**src/rtl/calc_pkg.sv**
```systemverilog
// Shared constants and state encoding for the calculator's sequential
// multiply/divide controller.
package calc_pkg;

  localparam int WIDTH_DEF = 8;

  localparam logic OP_MUL = 1'b0;
  localparam logic OP_DIV = 1'b1;

  typedef enum logic [3:0] {
    S_IDLE,
    S_LOAD,
    S_MUL_STEP,
    S_MUL_SHIFT,
    S_DIV_SHIFT,
    S_DIV_SUB,
    S_DIV_CHECK,
    S_FINISH,
    S_HOLD,
    S_ERR
  } state_e;

endpackage

```
**src/rtl/start_edge.sv**
```systemverilog
// Rising-edge detector for a level start request. It fires only after the
// input has been seen low, so a level held through reset never launches.
module start_edge (
  input  logic CLK,
  input  logic CLR,
  input  logic din,
  output logic rise
);

  logic armed;

  always_ff @(posedge CLK) begin
    if (CLR) armed <= 1'b0;
    else     armed <= ~din;
  end

  assign rise = din & armed;

endmodule

```
**src/rtl/muldiv_seq.sv**
```systemverilog
// Control sequencer for a shift-add multiplier and restoring divider.
// Emits one-cycle datapath strobes and busy/done/div-by-zero status.
module muldiv_seq
  import calc_pkg::*;
#(
  parameter int WIDTH = WIDTH_DEF
) (
  input  logic CLK,
  input  logic CLR,
  input  logic START_MUL,
  input  logic START_DIV,
  input  logic B_ZERO,
  input  logic Q0,
  input  logic REM_NEG,
  output logic LD,
  output logic ADD_EN,
  output logic SHR,
  output logic SHL,
  output logic SUB_EN,
  output logic RESTORE,
  output logic SET_Q,
  output logic BUSY,
  output logic DONE,
  output logic DIV0
);

  localparam int CW = $clog2(WIDTH) + 1;
  localparam logic [CW-1:0] LAST = CW'(WIDTH - 1);
  localparam logic [CW-1:0] ONE  = CW'(1);

  state_e        st, st_nx;
  logic          op, op_nx;
  logic [CW-1:0] cnt, cnt_nx;
  logic          rise_mul, rise_div;

  start_edge u_edge_mul (.CLK(CLK), .CLR(CLR), .din(START_MUL), .rise(rise_mul));
  start_edge u_edge_div (.CLK(CLK), .CLR(CLR), .din(START_DIV), .rise(rise_div));

  always_comb begin
    st_nx  = st;
    op_nx  = op;
    cnt_nx = cnt;
    case (st)
      S_IDLE: begin
        // Multiply wins when both requests rise together.
        if (rise_mul) begin
          op_nx = OP_MUL;
          st_nx = S_LOAD;
        end else if (rise_div) begin
          op_nx = OP_DIV;
          st_nx = B_ZERO ? S_ERR : S_LOAD;
        end
      end
      S_LOAD: begin
        cnt_nx = '0;
        st_nx  = (op == OP_MUL) ? S_MUL_STEP : S_DIV_SHIFT;
      end
      S_MUL_STEP:  st_nx = S_MUL_SHIFT;
      S_MUL_SHIFT: begin
        cnt_nx = cnt + ONE;
        st_nx  = (cnt == LAST) ? S_FINISH : S_MUL_STEP;
      end
      S_DIV_SHIFT: st_nx = S_DIV_SUB;
      S_DIV_SUB:   st_nx = S_DIV_CHECK;
      S_DIV_CHECK: begin
        cnt_nx = cnt + ONE;
        st_nx  = (cnt == LAST) ? S_FINISH : S_DIV_SHIFT;
      end
      S_FINISH: st_nx = S_HOLD;
      S_HOLD, S_ERR: begin
        if (!START_MUL && !START_DIV) st_nx = S_IDLE;
      end
      default: st_nx = S_IDLE;
    endcase
  end

  always_ff @(posedge CLK) begin
    if (CLR) begin
      st  <= S_IDLE;
      op  <= OP_MUL;
      cnt <= '0;
    end else begin
      st  <= st_nx;
      op  <= op_nx;
      cnt <= cnt_nx;
    end
  end

  // ADD_EN / RESTORE / SET_Q follow the live datapath flags in their state.
  assign LD      = (st == S_LOAD);
  assign ADD_EN  = (st == S_MUL_STEP) & Q0;
  assign SHR     = (st == S_MUL_SHIFT);
  assign SHL     = (st == S_DIV_SHIFT);
  assign SUB_EN  = (st == S_DIV_SUB);
  assign RESTORE = (st == S_DIV_CHECK) & REM_NEG;
  assign SET_Q   = (st == S_DIV_CHECK) & ~REM_NEG;
  assign BUSY    = (st != S_IDLE) && (st != S_HOLD) && (st != S_ERR);
  assign DONE    = (st == S_FINISH);
  assign DIV0    = (st == S_ERR);

endmodule

```
**config.mk**
```make
export PLATFORM = sky130hd
export DESIGN_NAME = muldiv_seq
export DESIGN_NICKNAME = d
export VERILOG_FILES = /design/src/rtl/calc_pkg.sv /design/src/rtl/start_edge.sv /design/src/rtl/muldiv_seq.sv
export SDC_FILE = /design/constraint.sdc
export NUM_CORES = 1
export LEC_CHECK = 0
export ABC_AREA = 1
export CAP_MARGIN = 20
export CORE_MARGIN = 2
export CORE_UTILIZATION = 41
export CTS_CLUSTER_DIAMETER = 150
export DETAILED_ROUTE_END_ITERATION = 10
export PLACE_DENSITY_LB_ADDON = 0.3
export SLEW_MARGIN = 10
export SYNTH_ARGS = -nofsm -noshare
export SYNTH_HDL_FRONTEND = slang
export SYNTH_HIERARCHICAL = 1
export SYNTH_SLANG_ARGS = --single-unit
```
**constraint.sdc**
```tcl
create_clock -name CLK -period 1.05 [get_ports CLK]
set_input_delay 0.2625 -clock CLK [delete_from_list [all_inputs] [get_ports CLK]]
set_output_delay 0.2625 -clock CLK [all_outputs]
set_load 0.01 [all_outputs]
```
==> key figures, run 1 <==
GRT
  – Largest net degree at the start of global routing: 8
  – Vias in the first global route: about 850
  – Initial antenna violation count: 0
  – Gr ovfl total: 0
  – Global-route wire length before repair: 3470 um
  – Total Routing Usage GR: 24.41%

Detailed routing
  – Drc violations: 0
  – Via density: 5.131
  – Vias: approximately 860
  – Average wire per cell in the routed design: around 14 um
  – WL final: ~2300 um
  – Starting DRT DRC Count: 26
  – Remaining antenna violation count: 0
  – Initial DRT Pass Iterations: 4

Setup path
  – Worst path top cell family by delay: flip-flops
  – Worst setup EP type: output pin
  – Max stage delay on crit path: ~0.37 ns
  – CP Buf/Inv Count: 2
  – Reg-to-reg slack, setup: -0.32 ns
  – Critical Path Source: st[3]$_SDFFE_PP0P_
  – CP arrival: approximately 1.2 ns
  – R2r startpoint: st[1]$_SDFFE_PP0P_
  – CP Capture Point: DONE
  – CP Data Required Time: roughly 0.79 ns
  – CP Max Fanout: 3
  – CP Depth: 4
  – Worst Reg2Reg Path Length in Cells: 8
  – R2R Path End: cnt[1]$_SDFFE_PP0P_
  – CP Launch Type: flop
  – Crit path kind: flop to output pin
  – Worst path slowest cell: dfxtp_4
  – CP cell instances: inv_4 -> nand2_2 -> nor2_2 -> clkdlybuf4s15_2

CTS
  – Clock Sinks: 11
  – CTS Buf Count: 3
  – Worst-case clock buffer depth: 2
  – Hold_buf cts: 0
  – H-tree Lvls: 1
  – TritonCTS clock tree: built
  – Clock-pin slew of the registers on the worst-case setup and hold paths: about 0.07 ns
  – Clock Tree Root: clkbuf_4
  – Worst-Skew Late Latency: about 0.27 ns

STA
  – Hold Violations, Final: 0
  – Worst Skew: 0.0009122 ns
  – Setup violators final: 19
  – Final period util: 137.7%
  – Slew headroom: 84.07%
  – Slew at the pin with the worst max-slew slack: between 0.2 and 0.25 ns
  – FMAX: ~700 MHz
  – RSZ-0062 raised after global routing: true
  – Slew Limit Fails: 0
  – Final Worst Setup Slack: -0.3955 ns
  – Period minus WS final: roughly 1.4 ns

Floorplan
  – Core area: about 0.0015 mm^2
  – Initial core utilization: 43.03%
  – Die area: 0.001874 mm^2
  – Core Rows: 14
  – DIE WIDTH: 43.30 um
  – Io pins: 17
  – DIE HEIGHT: about 43 um

Cells and area
  – Ant. Diodes: 0
  – Register Area: ~240 um^2
  – Fillcell total: between 90 and 100
  – Area occupied by multi-input gates: 452.9 um^2
  – Finished Layout Cells: around 170
  – Layout cells sized above 1: between 50 and 60%
  – Synth-to-Final Area Change: 91.50%
  – Fin util: about 82%
  – Nets: about 160

Power and ir drop
  – Worst vdd ir: ~1.6 mV
  – Power Density: 2207 mW/mm^2
  – Leak Pwr: 0.0006041 uW

Status
  – Failing checks: negative setup slack
  – Status: complete, but fails checks

Yosys
  – Synth warn: 6
  – Syn Area/Cell: between 6 and 7 um^2
  – Gate count of the mapped netlist: between 100 and 150
  – Seq/Total Area, Yosys: about a third
  – Library cells used by synthesis: 17
  – Syn_nets: around 110
  – Post-Synthesis Cell Area: between 600 and 700 um^2
  – Yosys reg bits: 11

Placed design
  – IO buf count: 16
  – Post-DP HPWL: between 1000 and 1500 um
  – Placed insts: approximately 150
  – GPL Wtd Cong: between 0.8 and 0.9

Run
  – Max-capacitance violation count: 0

Hold path
  – Worst min-delay path category: flop to flop
==> logic make-up after synthesis <==
logic type	after synthesis	share of synthesized area [%]
and+or+nand+nor	53	36.76
buffers and inverters	18	10.67
AOI/OAI and AO/OA	17	14.43
DFF	11	34.78
xor gates and xnor gates	1	1.384
adders and majority gates	1	1.976
==> how the worst min path moves through the flow <==
stage,start,endpoint,slack (ns),cells after the start
floorplan,CLR,st[0]$_SDFFE_PP0P_,0.32,1
global placement,cnt[2]$_SDFFE_PP0P_,cnt[2]$_SDFFE_PP0P_,0.48,2
detailed placement,cnt[2]$_SDFFE_PP0P_,cnt[2]$_SDFFE_PP0P_,0.48,2
CTS,cnt[2]$_SDFFE_PP0P_,cnt[2]$_SDFFE_PP0P_,0.50,2
global route,cnt[2]$_SDFFE_PP0P_,cnt[2]$_SDFFE_PP0P_,0.53,2
finish,cnt[2]$_SDFFE_PP0P_,cnt[2]$_SDFFE_PP0P_,0.51,2
==> flip-flops by register name, summed over array words and instances, names as in the netlist <==
| signal | count |
|---|---|
| st | 4 |
| u_edge_div/armed | 1 |
| cnt | 4 |
| op | 1 |
| u_edge_mul/armed | 1 |
==> report_power, final <==
part / total [uW] / switching, uW / internal [uW]
Combinational: 1770 / 874 / 898
Sequential: 611 / 104 / 507
Clock: 293 / 152 / 141
Total: 2680 / 1130 / 1550
==> placed cells by master (no fill, tap or decap), types with 2 or more instances in the layout <==
master,synthesis,final
a21oi_1,10,5
buf_4,0,24
nand3_1,2,2
clkdlybuf4s50_1,0,6
nand2_4,1,4
a21oi_2,0,5
o21ai_2,0,2
inv_4,0,4
nand2_2,3,10
inv_2,7,4
nor2_2,4,3
dfxtp_1,11,7
o211ai_1,2,2
inv_1,11,9
dfxtp_4,0,4
buf_2,0,6
clkbuf_4,0,3
nor2_1,17,13
nor2_4,0,5
o21ai_0,3,2
buf_6,0,10
nand2_1,25,15
==> synthesized netlist by cell type <==
library cell  count  area [um^2]
nand3_1           2        10.01
nand3_2           1        10.01
nor2_1           17        63.81
o21ai_1           1        5.000
a31oi_1           1        6.260
o21ai_0           3        15.01
nand2_1          25        93.84
ha_1              1        12.51
xnor2_1           1        8.760
dfxtp_1          11        220.2
o211ai_1          2        15.01
inv_2             7        26.28
nand2_4           1        11.26
inv_1            11        41.29
nor2_2            4        25.02
nand2_2           3        18.77
a21oi_1          10        50.05
==> metrics by stage <==
step | setup WS, ns | area, um^2 | hold WS [ns] | TNS, ns | total power, uW
floorplan | -0.01481 | 635.6 | 0.3242 | -0.02962 | 1115
global placement | -0.6079 | 973.4 | 0.4776 | -6.298 | 1639
detailed placement | -0.6317 | 973.4 | 0.4810 | -6.571 | 1665
CTS | -0.3828 | 1134 | 0.5028 | -5.036 | 2376
global route | -0.4348 | 1212 | 0.5324 | -6.521 | 2812
finish | -0.3955 | 1212 | 0.5052 | -5.542 | 2676
==> cell type report <==
| class | instances | area share (%) |
|---|---|---|
| Clock inverter | 1 | 0.4128 |
| Multi-Input combinational cell | 72 | 37.36 |
| Inverter | 18 | 6.811 |
| Timing Repair Buffer | 47 | 32.51 |
| Sequential cell | 11 | 19.40 |
| Tap cell | 16 | 1.651 |
| Clock buffer | 3 | 1.858 |
==> layer usage <==
metal / GRT usage, % / routed length, um / part of all wire, % / up-vias
met4: 15.15 / 99 / 4.3 / 0
met5: 0 / 0 / 0 / -
li1: - / - / - / 419
met3: 2.979 / 81 / 3.5 / 13
met1: 26.68 / 932 / 41 / 400
met2: 43.58 / 1186 / 52 / 30
==> tightest hold or removal path, stage by stage, from the launching register on <==
cell,delay (ns)
dfxtp_1,0.35
nand2_2,0.08
a21oi_2,0.04
==> repair_timing <==
action	4_1_cts	5_1_grt
pin swaps	12	7
endpoints found under the setup margin	19	19
buffers inserted	11	2
gates resized for setup	74	20
gates cloned	0	0
Power figures use the tool's default switching activity.
==> run 2: changes to the inputs <==
Settings changed: CAP_MARGIN 20 to 10.
==> results of run 2 <==
Same layout as run 1: the final DEF is identical, and so are final timing and power.
==> run 3: changes to the inputs <==
Settings changed: CORE_AREA set to 2 2 39 41, CORE_MARGIN 2 to unset, CORE_UTILIZATION 41 to unset, DIE_AREA set to 0 0 41 43, DONT_BUFFER_PORTS set to 1.
==> key figures, run 3 (synthesis gave the netlist of run 1 again) <==
Status
  – Status: complete, but fails checks
  – Failing checks: negative setup slack

Power and ir drop
  – Switch share: between 40 and 50%
  – Sequential Power Share: a little over a quarter
  – Clock power frac: 11.8%
  – Worst vdd ir: roughly 1.3 mV
  – Switching power: about 1100 uW
  – Leak Pwr: between 0.0004 and 0.0005 uW
  – Power Density: approximately 2200 mW/mm^2
  – Power consumption: 2366 uW
  – Internal Power: 1303 uW
  – Combinational power share: just over 60%

CTS
  – Clock Tree Root: clkbuf_4
  – CTS Buf Count: 3
  – Worst-Skew Late Latency: around 0.26 ns
  – TritonCTS clock tree: built
  – Worst-case clock buffer depth: 2
  – Clock-pin slew of the registers on the worst-case setup and hold paths: ~0.070 ns
  – Clock Sinks: 11
  – H-tree Lvls: 1
  – Hold_buf cts: 0

Detailed routing
  – Drc violations: 0
  – Vias: around 720
  – Met2 wire len: 1020 um
  – Average wire per cell in the routed design: 13.27 um
  – Met3 WL: slightly above 60 um
  – WL final: around 1900 um
  – Initial DRT Pass Iterations: 4
  – Remaining antenna violation count: 0
  – Via density: 5.063
  – Starting DRT DRC Count: 12
  – Top layer used by detailed routing: met4
  – M1 wire length: about 730 um

Floorplan
  – Core area: between 0.001 and 0.0015 mm^2
  – Die area: 0.001763 mm^2
  – Io pins: 17
  – Core Rows: 14
  – DIE HEIGHT: between 40 and 50 um
  – Initial core utilization: a little under half
  – DIE WIDTH: 41 um

Run
  – Max-capacitance violation count: 0

Setup path
  – Worst path slowest cell: dfxtp_4
  – R2R Path End: cnt[2]$_SDFFE_PP0P_
  – Max stage delay on crit path: approximately 0.39 ns
  – Crit path kind: flop to output pin
  – Worst setup EP type: output pin
  – Reg-to-reg slack, setup: -0.24 ns
  – CP Depth: 4
  – CP Launch Type: flop
  – CP Data Required Time: 0.79 ns
  – CP arrival: roughly 1.1 ns
  – R2r startpoint: st[2]$_SDFFE_PP0P_
  – CP Max Fanout: 3
  – Worst path top cell family by delay: flip-flops
  – Critical Path Source: st[2]$_SDFFE_PP0P_
  – CP Capture Point: RESTORE
  – Worst Reg2Reg Path Length in Cells: 8
  – CP Buf/Inv Count: 1
  – CP cell instances: inv_6 -> nor2_4 -> nand3_2 -> nor2_2

Cells and area
  – Nets: between 100 and 150
  – Post-route cell area: 0.001069 mm^2
  – Commonest non-fill, non-tap cells in the layout: buf_4, nand2_1, nor2_4, nand2_2
  – Fillcell total: 89
  – Synth-to-Final Area Change: 68.77%
  – Most common cell after layout, fill and taps aside: buf_4
  – Largest registers: cnt x4, st x4
  – Fin util: around 77%
  – Layout cells sized above 1: between 50% and 60%
  – Ant. Diodes: 0

GRT
  – Total Routing Usage GR: 20.97%
  – Largest net degree at the start of global routing: 9
  – Global-route wire length before repair: 2573 um
  – Gr ovfl total: 0
  – Vias in the first global route: roughly 700
  – Initial antenna violation count: 0

Hold path
  – Worst min-delay path category: input pin to flop

STA
  – WHS: around 0.054 ns
  – Setup violators final: 18
  – Final Worst Setup Slack: -0.3025 ns
  – Hold Violations, Final: 0
  – RSZ-0062 raised after global routing: true
  – Final period util: 128.8%
  – Slew headroom: between 80% and 90%
  – Slew Limit Fails: 0
  – Slew at the pin with the worst max-slew slack: approximately 0.24 ns
  – Worst Skew: around 0.0018 ns
  – FMAX: 739.4 MHz
  – Period minus WS final: between 1 and 1.5 ns

Placed design
  – Area after DPL: around 760 um^2
  – GPL Wtd Cong: 0.7358
  – IO buf count: 0
  – Post-DP HPWL: 1091 um
[run 3: changes by cell type in the layout (fill, tap and decap cells not counted), moves of 5 or more]
cell	previous run	this run
nor2_1	13	8
buf_2	6	0
clkdlybuf4s50_1	6	0
buf_4	24	16
buf_6	10	4
nor2_4	5	10
[run 3: metal layers]
metal | global-route usage, % | up-vias
li1 | - | 360
met1 | 23.18 | 329
met2 | 36.25 | 20
met3 | 2.094 | 10
met4 | 11.33 | 0
met5 | 0 | -
[run 3: worst reg2reg max path: cells and delay by family, from the launching register on]
| family | cells | cell delay [ns] |
|---|---|---|
| buf+inv | 3 | 0.35 |
| simple gates | 4 | 0.35 |
| flops | 1 | 0.39 |
| compound gates | 1 | 0.14 |
[run 3: per-stage QoR]
stage	setup TNS [ns]	cells	setup slack (ns)
after CTS	-3.513	141	-0.2816
after floorplan	-0.02962	101	-0.01481
after global routing	-4.814	142	-0.3442
after global placement	-0.6775	129	-0.07759
final	-3.853	142	-0.3025
after detailed placement	-0.8628	129	-0.1167
[run 3: power by group through the flow]
stage | logic [uW] | clock network (uW) | registers (uW)
floorplan | 562 | 0 | 553
global placement | 811 | 0 | 559
detailed placement | 828 | 0 | 559
CTS | 1120 | 288 | 576
global route | 1600 | 316 | 621
finish | 1470 | 278 | 616
[run 3: how the worst min path moves through the flow]
stage	slack [ns]	cells past startpoint	from	endpoint
2_1_floorplan	0.32	1	CLR	st[0]$_SDFFE_PP0P_
3_3_place_gp	0.33	1	CLR	st[0]$_SDFFE_PP0P_
3_5_place_dp	0.33	1	CLR	st[0]$_SDFFE_PP0P_
4_1_cts	0.05	1	CLR	st[0]$_SDFFE_PP0P_
5_1_grt	0.04	1	CLR	st[2]$_SDFFE_PP0P_
6_report	0.05	1	CLR	cnt[0]$_SDFFE_PP0P_
[run 3: area by class of cell]
cell class	instances	area, um^2	area share [%]
Multi-Input combinational cell	72	504.2	47.19
Sequential cell	11	237.7	22.25
Timing Repair Buffer	21	185.2	17.33
Clock buffer	4	26.28	2.459
Tap cell	16	20.02	1.874
Inverter	18	95.09	8.899
[run 3: repair_timing]
item	4_1_cts	5_1_grt
hold endpoints to repair	0	0
setup endpoints to repair	19	19
resized for setup	29	41
pin swaps	4	11
buffers inserted	8	1
